### src/rtl/gem_rx_pkg.sv
// Shared definitions for the GEM RX FIFO writer: status field layout and
// the writer FSM state bundle.
package gem_rx_pkg;

  localparam int STATUS_W         = 45;
  localparam int STATUS_LEN_LSB   = 0;
  localparam int STATUS_ERR_BIT   = 14;
  localparam int STATUS_OVF_BIT   = 15;
  localparam int STATUS_TRUNC_BIT = 16;

  typedef enum logic [1:0] {
    IDLE    = 2'd0,
    PACK    = 2'd1,
    DISCARD = 2'd2,
    FLUSH   = 2'd3
  } rx_state_e;

  // Control state held as one struct so checkers can bind to a single signal.
  typedef struct packed {
    rx_state_e state;
    logic      flush_pend;
    logic      sop_done;
  } rx_ctl_t;

endpackage

### src/rtl/gem_rx_byte_packer.sv
// Little-endian byte-to-word packer. Presents the word being built (including
// the byte offered this cycle) so the caller can register it on completion.
module gem_rx_byte_packer (
  input  logic        rx_clock,
  input  logic        rx_reset,
  input  logic [7:0]  byte_data,
  input  logic        byte_en,
  input  logic        close,
  output logic [31:0] word,
  output logic        word_full
);

  logic [31:0] data_q;
  logic [1:0]  idx_q;

  always_comb begin
    word = data_q;
    if (byte_en) word[{idx_q, 3'b000} +: 8] = byte_data;
    word_full = byte_en & (idx_q == 2'd3);
  end

  // Unused lanes stay zero because the buffer is cleared whenever a word leaves.
  always_ff @(posedge rx_clock or posedge rx_reset) begin
    if (rx_reset) begin
      data_q <= '0;
      idx_q  <= '0;
    end else if (close || word_full) begin
      data_q <= '0;
      idx_q  <= '0;
    end else if (byte_en) begin
      data_q <= word;
      idx_q  <= idx_q + 2'd1;
    end
  end

endmodule

### src/rtl/gem_rx_writer.sv
// GEM RX FIFO writer: packs an 8-bit frame stream into 32-bit words with
// sop/eop/status, handling slave overflow, truncation and flush requests.
module gem_rx_writer
  import gem_rx_pkg::*;
#(
  parameter int MAX_FRAME_BYTES = 16383,
  parameter int LEN_W           = 14
) (
  input  logic                rx_clock,
  input  logic                rx_reset,
  input  logic [7:0]          s_tdata,
  input  logic                s_tvalid,
  output logic                s_tready,
  input  logic                s_tlast,
  input  logic                s_tuser,
  input  logic                flush_req,
  output logic                rx_w_wr,
  output logic [31:0]         rx_w_data,
  output logic                rx_w_sop,
  output logic                rx_w_eop,
  output logic [STATUS_W-1:0] rx_w_status,
  output logic                rx_w_err,
  input  logic                rx_w_overflow,
  output logic                rx_w_flush,
  output logic [31:0]         frame_count,
  output logic [31:0]         overflow_count
);

  function automatic logic [STATUS_W-1:0] build_status(
    input logic [LEN_W-1:0] len, input logic in_err, input logic ovf, input logic trunc);
    logic [STATUS_W-1:0] s;
    s = '0;
    s[STATUS_LEN_LSB +: LEN_W] = len;
    s[STATUS_ERR_BIT]          = in_err;
    s[STATUS_OVF_BIT]          = ovf;
    s[STATUS_TRUNC_BIT]        = trunc;
    return s;
  endfunction

  rx_ctl_t             ctl_q, ctl_d;
  rx_state_e           state_d;
  logic                pend_d, sop_done_d, ready_q, ready_d;
  logic                accept, flush_serve, frame_open, trunc, byte_keep;
  logic                is_last, ovf_abort, eop_now, wr_now;
  logic [LEN_W-1:0]    byte_cnt_q, byte_cnt_d, len_now;
  logic [31:0]         word;
  logic                word_full;
  logic                wr_d, sop_d, eop_d, err_d, flush_d;
  logic [31:0]         data_d;
  logic [STATUS_W-1:0] status_d;

  // Handshake: a byte transfers on any cycle where s_tvalid and s_tready are both
  // high. s_tready is registered, except that a flush being served from IDLE
  // withdraws it in the same cycle so no byte slips in ahead of the flush.
  assign flush_serve = (ctl_q.state == IDLE) & (flush_req | ctl_q.flush_pend);
  assign s_tready    = ready_q & ~flush_serve;
  assign accept      = s_tvalid & s_tready;

  assign frame_open = (ctl_q.state == PACK) & ctl_q.sop_done;
  assign trunc      = (ctl_q.state == PACK) & accept & (byte_cnt_q == LEN_W'(MAX_FRAME_BYTES));
  assign byte_keep  = accept & ((ctl_q.state == IDLE) | (ctl_q.state == PACK)) & ~trunc;
  assign is_last    = byte_keep & s_tlast;
  assign ovf_abort  = frame_open & rx_w_overflow;
  assign eop_now    = is_last | trunc | ovf_abort;
  assign wr_now     = word_full | eop_now;
  assign len_now    = byte_cnt_q + LEN_W'(byte_keep);

  gem_rx_byte_packer u_packer (
    .rx_clock  (rx_clock),
    .rx_reset  (rx_reset),
    .byte_data (s_tdata),
    .byte_en   (byte_keep),
    .close     (eop_now),
    .word      (word),
    .word_full (word_full)
  );

  always_comb begin
    state_d = ctl_q.state;
    case (ctl_q.state)
      IDLE: begin
        if (flush_serve) state_d = FLUSH;
        else if (accept && !s_tlast) state_d = PACK;
      end
      PACK: begin
        if (trunc || ovf_abort) state_d = (accept && s_tlast) ? IDLE : DISCARD;
        else if (is_last) state_d = IDLE;
      end
      DISCARD: if (accept && s_tlast) state_d = IDLE;
      FLUSH:   state_d = IDLE;
      default: state_d = IDLE;
    endcase
  end

  always_comb begin
    wr_d       = wr_now;
    data_d     = wr_now ? word : 32'd0;
    sop_d      = wr_now & ~ctl_q.sop_done;
    eop_d      = eop_now;
    status_d   = eop_now ? build_status(len_now, is_last & s_tuser, ovf_abort, trunc) : '0;
    err_d      = eop_now & ((is_last & s_tuser) | ovf_abort | trunc);
    flush_d    = flush_serve;
    byte_cnt_d = eop_now ? '0 : len_now;
    sop_done_d = eop_now ? 1'b0 : (ctl_q.sop_done | wr_now);
    // Requests arriving mid-frame wait for IDLE; repeats collapse into one.
    pend_d     = ((ctl_q.state == PACK) | (ctl_q.state == DISCARD)) &
                 (ctl_q.flush_pend | flush_req);
    ready_d    = (state_d != FLUSH) & ~((state_d == IDLE) & pend_d);
  end

  assign ctl_d = '{state: state_d, flush_pend: pend_d, sop_done: sop_done_d};

  always_ff @(posedge rx_clock or posedge rx_reset) begin
    if (rx_reset) begin
      ctl_q          <= '{state: IDLE, flush_pend: 1'b0, sop_done: 1'b0};
      ready_q        <= 1'b0;
      byte_cnt_q     <= '0;
      rx_w_wr        <= 1'b0;
      rx_w_data      <= '0;
      rx_w_sop       <= 1'b0;
      rx_w_eop       <= 1'b0;
      rx_w_status    <= '0;
      rx_w_err       <= 1'b0;
      rx_w_flush     <= 1'b0;
      frame_count    <= '0;
      overflow_count <= '0;
    end else begin
      ctl_q       <= ctl_d;
      ready_q     <= ready_d;
      byte_cnt_q  <= byte_cnt_d;
      rx_w_wr     <= wr_d;
      rx_w_data   <= data_d;
      rx_w_sop    <= sop_d;
      rx_w_eop    <= eop_d;
      rx_w_status <= status_d;
      rx_w_err    <= err_d;
      rx_w_flush  <= flush_d;
      if (eop_now)   frame_count    <= frame_count + 32'd1;
      if (ovf_abort) overflow_count <= overflow_count + 32'd1;
    end
  end

endmodule

### config.mk
export PLATFORM = sky130hd
export DESIGN_NAME = gem_rx_writer
export DESIGN_NICKNAME = d
export VERILOG_FILES = /design/src/rtl/gem_rx_pkg.sv /design/src/rtl/gem_rx_byte_packer.sv /design/src/rtl/gem_rx_writer.sv
export SDC_FILE = /design/constraint.sdc
export NUM_CORES = 1
export LEC_CHECK = 0
export CORE_UTILIZATION = 45
export CTS_BUF_LIST = sky130_fd_sc_hd__clkbuf_4
export DETAILED_ROUTE_END_ITERATION = 8
export PLACE_DENSITY = 0.72
export SLEW_MARGIN = 10
export SYNTH_ARGS = -nofsm -noshare
export SYNTH_HDL_FRONTEND = slang
export SYNTH_SLANG_ARGS = --single-unit
export TNS_END_PERCENT = 5
### constraint.sdc
create_clock -name rx_clock -period 14.2 [get_ports rx_clock]
set_clock_uncertainty 0.2 [all_clocks]
set_input_delay 2.13 -clock rx_clock [delete_from_list [all_inputs] [get_ports rx_clock]]
set_output_delay 2.13 -clock rx_clock [all_outputs]
set_load 0.02 [all_outputs]
==> Implementation_results.wiki <==
{| class="wikitable"
! Metric !! Value
|-
| Highest attainable clock frequency || about 170 MHz
|-
| Worst hold path type || reg -> reg
|-
| Total length of routed wires || between 15000 and 20000 um
|-
| Clock-pin slew of the registers on the worst-case setup and hold paths || 140 ps
|-
| Area grow syn2layout || 22.1%
|-
| Hold-fix buffer count after cts || 0
|-
| Class of the most critical setup path || in -> out
|-
| Maximum number of pins on one net before global-route repair || slightly above 100
|-
| Post-DR wirelength/cell || between 15 and 20 um
|-
| Yosys reg bits || approximately 170
|-
| Most common cell in the netlist || sky130_fd_sc_hd__dfrtp_1
|-
| Worst EP required || 11870 ps
|-
| CTS tree || done
|-
| Mean instance size in the synthesized netlist || roughly 11 um^2
|-
| Final worst setup slack || between 8000 and 9000 ps
|-
| Dominant cells by area after synthesis || sky130_fd_sc_hd__dfrtp_1, sky130_fd_sc_hd__xnor2_1, sky130_fd_sc_hd__nand4_1
|-
| Portion of the post-synthesis area used by sequential elements || between 50 and 60%
|-
| Total power divided by cell area || between 100 and 150 nW/um^2
|-
| Total internal power || 0.719 mW
|-
| Fraction of layout instances using a drive strength above 1 || between 6 and 7%
|-
| Final worst path period share || a little over two fifths
|-
| Share of the synthesized area in compound gates (AO/OA/AOI/OAI) || 7.30%
|-
| Critical Path AT || approximately 3700 ps
|-
| Port Buf Inserts || between 100 and 150
|-
| Final hold violations || 0
|-
| Die Y-Extent || between 100 and 150 um
|-
| Cell family with the largest share of critical-path delay || buffers and inverters
|-
| Initial drt markers || around 470
|-
| Sequential power share || 51.1%
|-
| First-pass GRT wire length || between 20000 and 30000 um
|-
| Finished layout cell area || approximately 9000 um^2
|-
| Die Area || between 15000 and 20000 um^2
|-
| Relative contribution of combinational cells to total power || around a quarter
|-
| Proportion of synthesized area in mux cells || less than 1%
|-
| Most instantiated cells after synthesis || sky130_fd_sc_hd__dfrtp_1, sky130_fd_sc_hd__nand2_1, sky130_fd_sc_hd__xnor2_1
|-
| Number of failing setup endpoints in the final timing report || 0
|-
| EDFF count, synth || 0
|-
| Placeable Area || about 16000 um^2
|-
| Mapped Area || between 7000 and 8000 um^2
|-
| Number of nets in the final layout || around 830
|-
| Total of max-cap violations || 0
|-
| Startpoint types || input port
|-
| Post-CTS setup-driven buffer insertion count || 0
|-
| Worst-Skew Late Latency || approximately 550 ps
|-
| Max rail drop VDD || 56.8 uV
|-
| Switching component of the power || 0.362 mW
|-
| First-pass iteration count of the detailed router || 5
|-
| Highest-delay cell along the critical path || sky130_fd_sc_hd__clkdlybuf4s50_1
|-
| Standby leakage power || roughly 4 nW
|-
| DRT antenna net count || 0
|-
| Clock period minus final worst setup slack || 6020 ps
|-
| Vias per std cell || 5.26
|-
| Delay of the slowest cell on the worst path || between 600 and 700 ps
|-
| Row Count || 46
|-
| Share of power burned in the clock network || 24.8%
|-
| Effective utilization at floorplan || 46.5%
|-
| Cell type with the highest occurrence count on the critical path || sky130_fd_sc_hd__clkdlybuf4s50_1
|-
| Clk root buf || sky130_fd_sc_hd__clkbuf_4
|-
| Post-Route Setup TNS || 0 ps
|-
| Pins over their slew limit || 0
|-
| Maximum clock insertion buffer count || 2
|-
| Antenna violations before repair || 1
|-
| XOR/XNOR Fraction of Synth Area || ~8.7%
|-
| Routed vias || 5430
|-
| Max Fanout on Critical Path || 5
|-
| Remaining routing DRC violations || 0
|-
| GR Util All Layers || a little under 20%
|-
| Share of synthesized cell area in full adder, half adder and majority cells || 2.18%
|-
| TritonCTS Buffers || 17
|-
| CP cell instances || clkdlybuf4s50_1 -> o21a_1 -> nor2b_1 -> clkdlybuf4s50_1
|-
| Count of cell types in the netlist || between 40 and 50
|-
| RSZ-0062 raised after global routing || no
|-
| Syn Inst Count || a little under 700
|-
| Switching power share of the total || about a third
|-
| Area share of the largest cell type after synthesis || roughly 57%
|-
| Number of top-level design ports || 162
|-
| Relative slew slack || about a fifth
|-
| Outcome || finished, final reports clean
|-
| Number of global-route vias before repair || approximately 5200
|-
| Post-Place Cell Area || roughly 8900 um^2
|-
| CTS sink cnt || roughly 170
|-
| Cts repair resizes || 0
|-
| Die X-Extent || 131 um
|-
| Final HPWL from detailed placement || ~11000 um
|-
| Warnings, synthesis || 0
|-
| Basic-gate share of the synthesized area counting and, or, nand and nor cells || about a fifth
|-
| Worst-case setup slack after placement || between 8000 and 9000 ps
|-
| Endpoint class of the critical path || output port
|-
| Combinational family with the most area after synthesis || simple AND/OR/NAND/NOR gates
|-
| Overflow left after global routing || 0
|-
| Async set-reset flop share out of synthesis || 100%
|-
| Crit path buf inv count || 2
|-
| Most common flop cell mapped by yosys || sky130_fd_sc_hd__dfrtp_1
|-
| Least-Margin Pin Slew || between 1000 and 1500 ps
|-
| H-tree lvl count || 4
|-
| Last weighted congestion value of the routability-driven placer || 0.831
|-
| Largest area contributor in the synthesized netlist || sky130_fd_sc_hd__dfrtp_1
|}
==> per-layer routing <==
| layer | wire (um) | vias up | share of wire [%] | global-route usage (%) |
|---|---|---|---|---|
| li1 | - | 2541 | - | - |
| met1 | 7420 | 2674 | 46 | 26.5 |
| met2 | 7710 | 205 | 47 | 31.2 |
| met3 | 957 | 10 | 5.9 | 4.89 |
| met4 | 167 | 0 | 1.0 | 6.76 |
| met5 | 0 | - | 0 | 0 |
==> cell families after synthesis <==
group / after synthesis
muxes: 1
AOI/OAI and AO/OA: 80
and+or+nand+nor: 271
buffers and inverters: 63
other: 1
adders and majority gates: 13
DFF: 171
xor gates and xnor gates: 74
==> flip-flops by register name, indices dropped and copies added, names as in the netlist, 2 cells and up <==
register         flops
ctl_q                4
rx_w_data           32
u_packer.idx_q       2
byte_cnt_q          14
u_packer.data_q     32
rx_w_status         17
overflow_count      32
frame_count         32
==> metrics by stage <==
step / std cells / power (mW) / utilization (%) / hold WS (ps)
after detailed placement: 1000 / 0.820 / 55.2 / 270
after CTS: 1032 / 1.09 / 56.8 / 293
after global routing: 1033 / 1.14 / 56.8 / 314
after global placement: 1000 / 0.810 / 55.2 / 263
final: 1033 / 1.08 / 56.8 / 285
after floorplan: 701 / 0.745 / - / 249
==> area by class of cell <==
type / count / area (um^2)
fillers: 1352 / 6930
multi-input cells: 467 / 2910
clock inverters: 13 / 124
repair buffers: 135 / 1350
flip-flops and latches: 171 / 4280
inverters: 11 / 48.8
diodes: 1 / 2.50
well taps: 216 / 270
clock buffers: 19 / 143
==> layout by cell type, fill, tap and decap left out, drive strengths merged, types with 2 or more instances in the layout <==
master and count:
a22o 24, dfrtp 171, nand2b 9, nand4 41, nor4 2, a21oi 40, inv 13, nor3 11
nor3b 4, nand2 66, buf 2, a31o 2, clkinv 8, or3 3, conb 28, and2 14
nor2b 3, nor4b 2, bufinv 2, nand3 42, o21a 2, ha 13, o21ai 5, clkbuf 19
and4 10, and3 20, xor2 27, clkdlybuf4s50 133, nor2 44, xnor2 47, a31oi 2
==> power groups by stage <==
stage / logic [mW] / registers, mW / clock network (mW)
after floorplan: 0.175 / 0.570 / 0
after CTS: 0.260 / 0.552 / 0.275
after global placement: 0.252 / 0.559 / 0
after detailed placement: 0.259 / 0.561 / 0
final: 0.261 / 0.552 / 0.268
after global routing: 0.286 / 0.557 / 0.292
==> worst paths after layout <==
path / startpoint / to / slack, ps / cells after the start
min: overflow_count[31]$_DFFE_PP0P_ / overflow_count[31]$_DFFE_PP0P_ / 280 / 1
min in group asynchronous: rx_reset / rx_w_data[10]$_DFF_PP0_ / 1930 / 2
max: flush_req / s_tready / 8180 / 4
min reg2reg: overflow_count[31]$_DFFE_PP0P_ / overflow_count[31]$_DFFE_PP0P_ / 280 / 1
max reg2reg: ctl_q[2]$_DFF_PP0_ / byte_cnt_q[13]$_DFF_PP0_ / 10790 / 11
max in group asynchronous: rx_reset / byte_cnt_q[1]$_DFF_PP0_ / 10390 / 3
(Power assumes the default switching activity.)
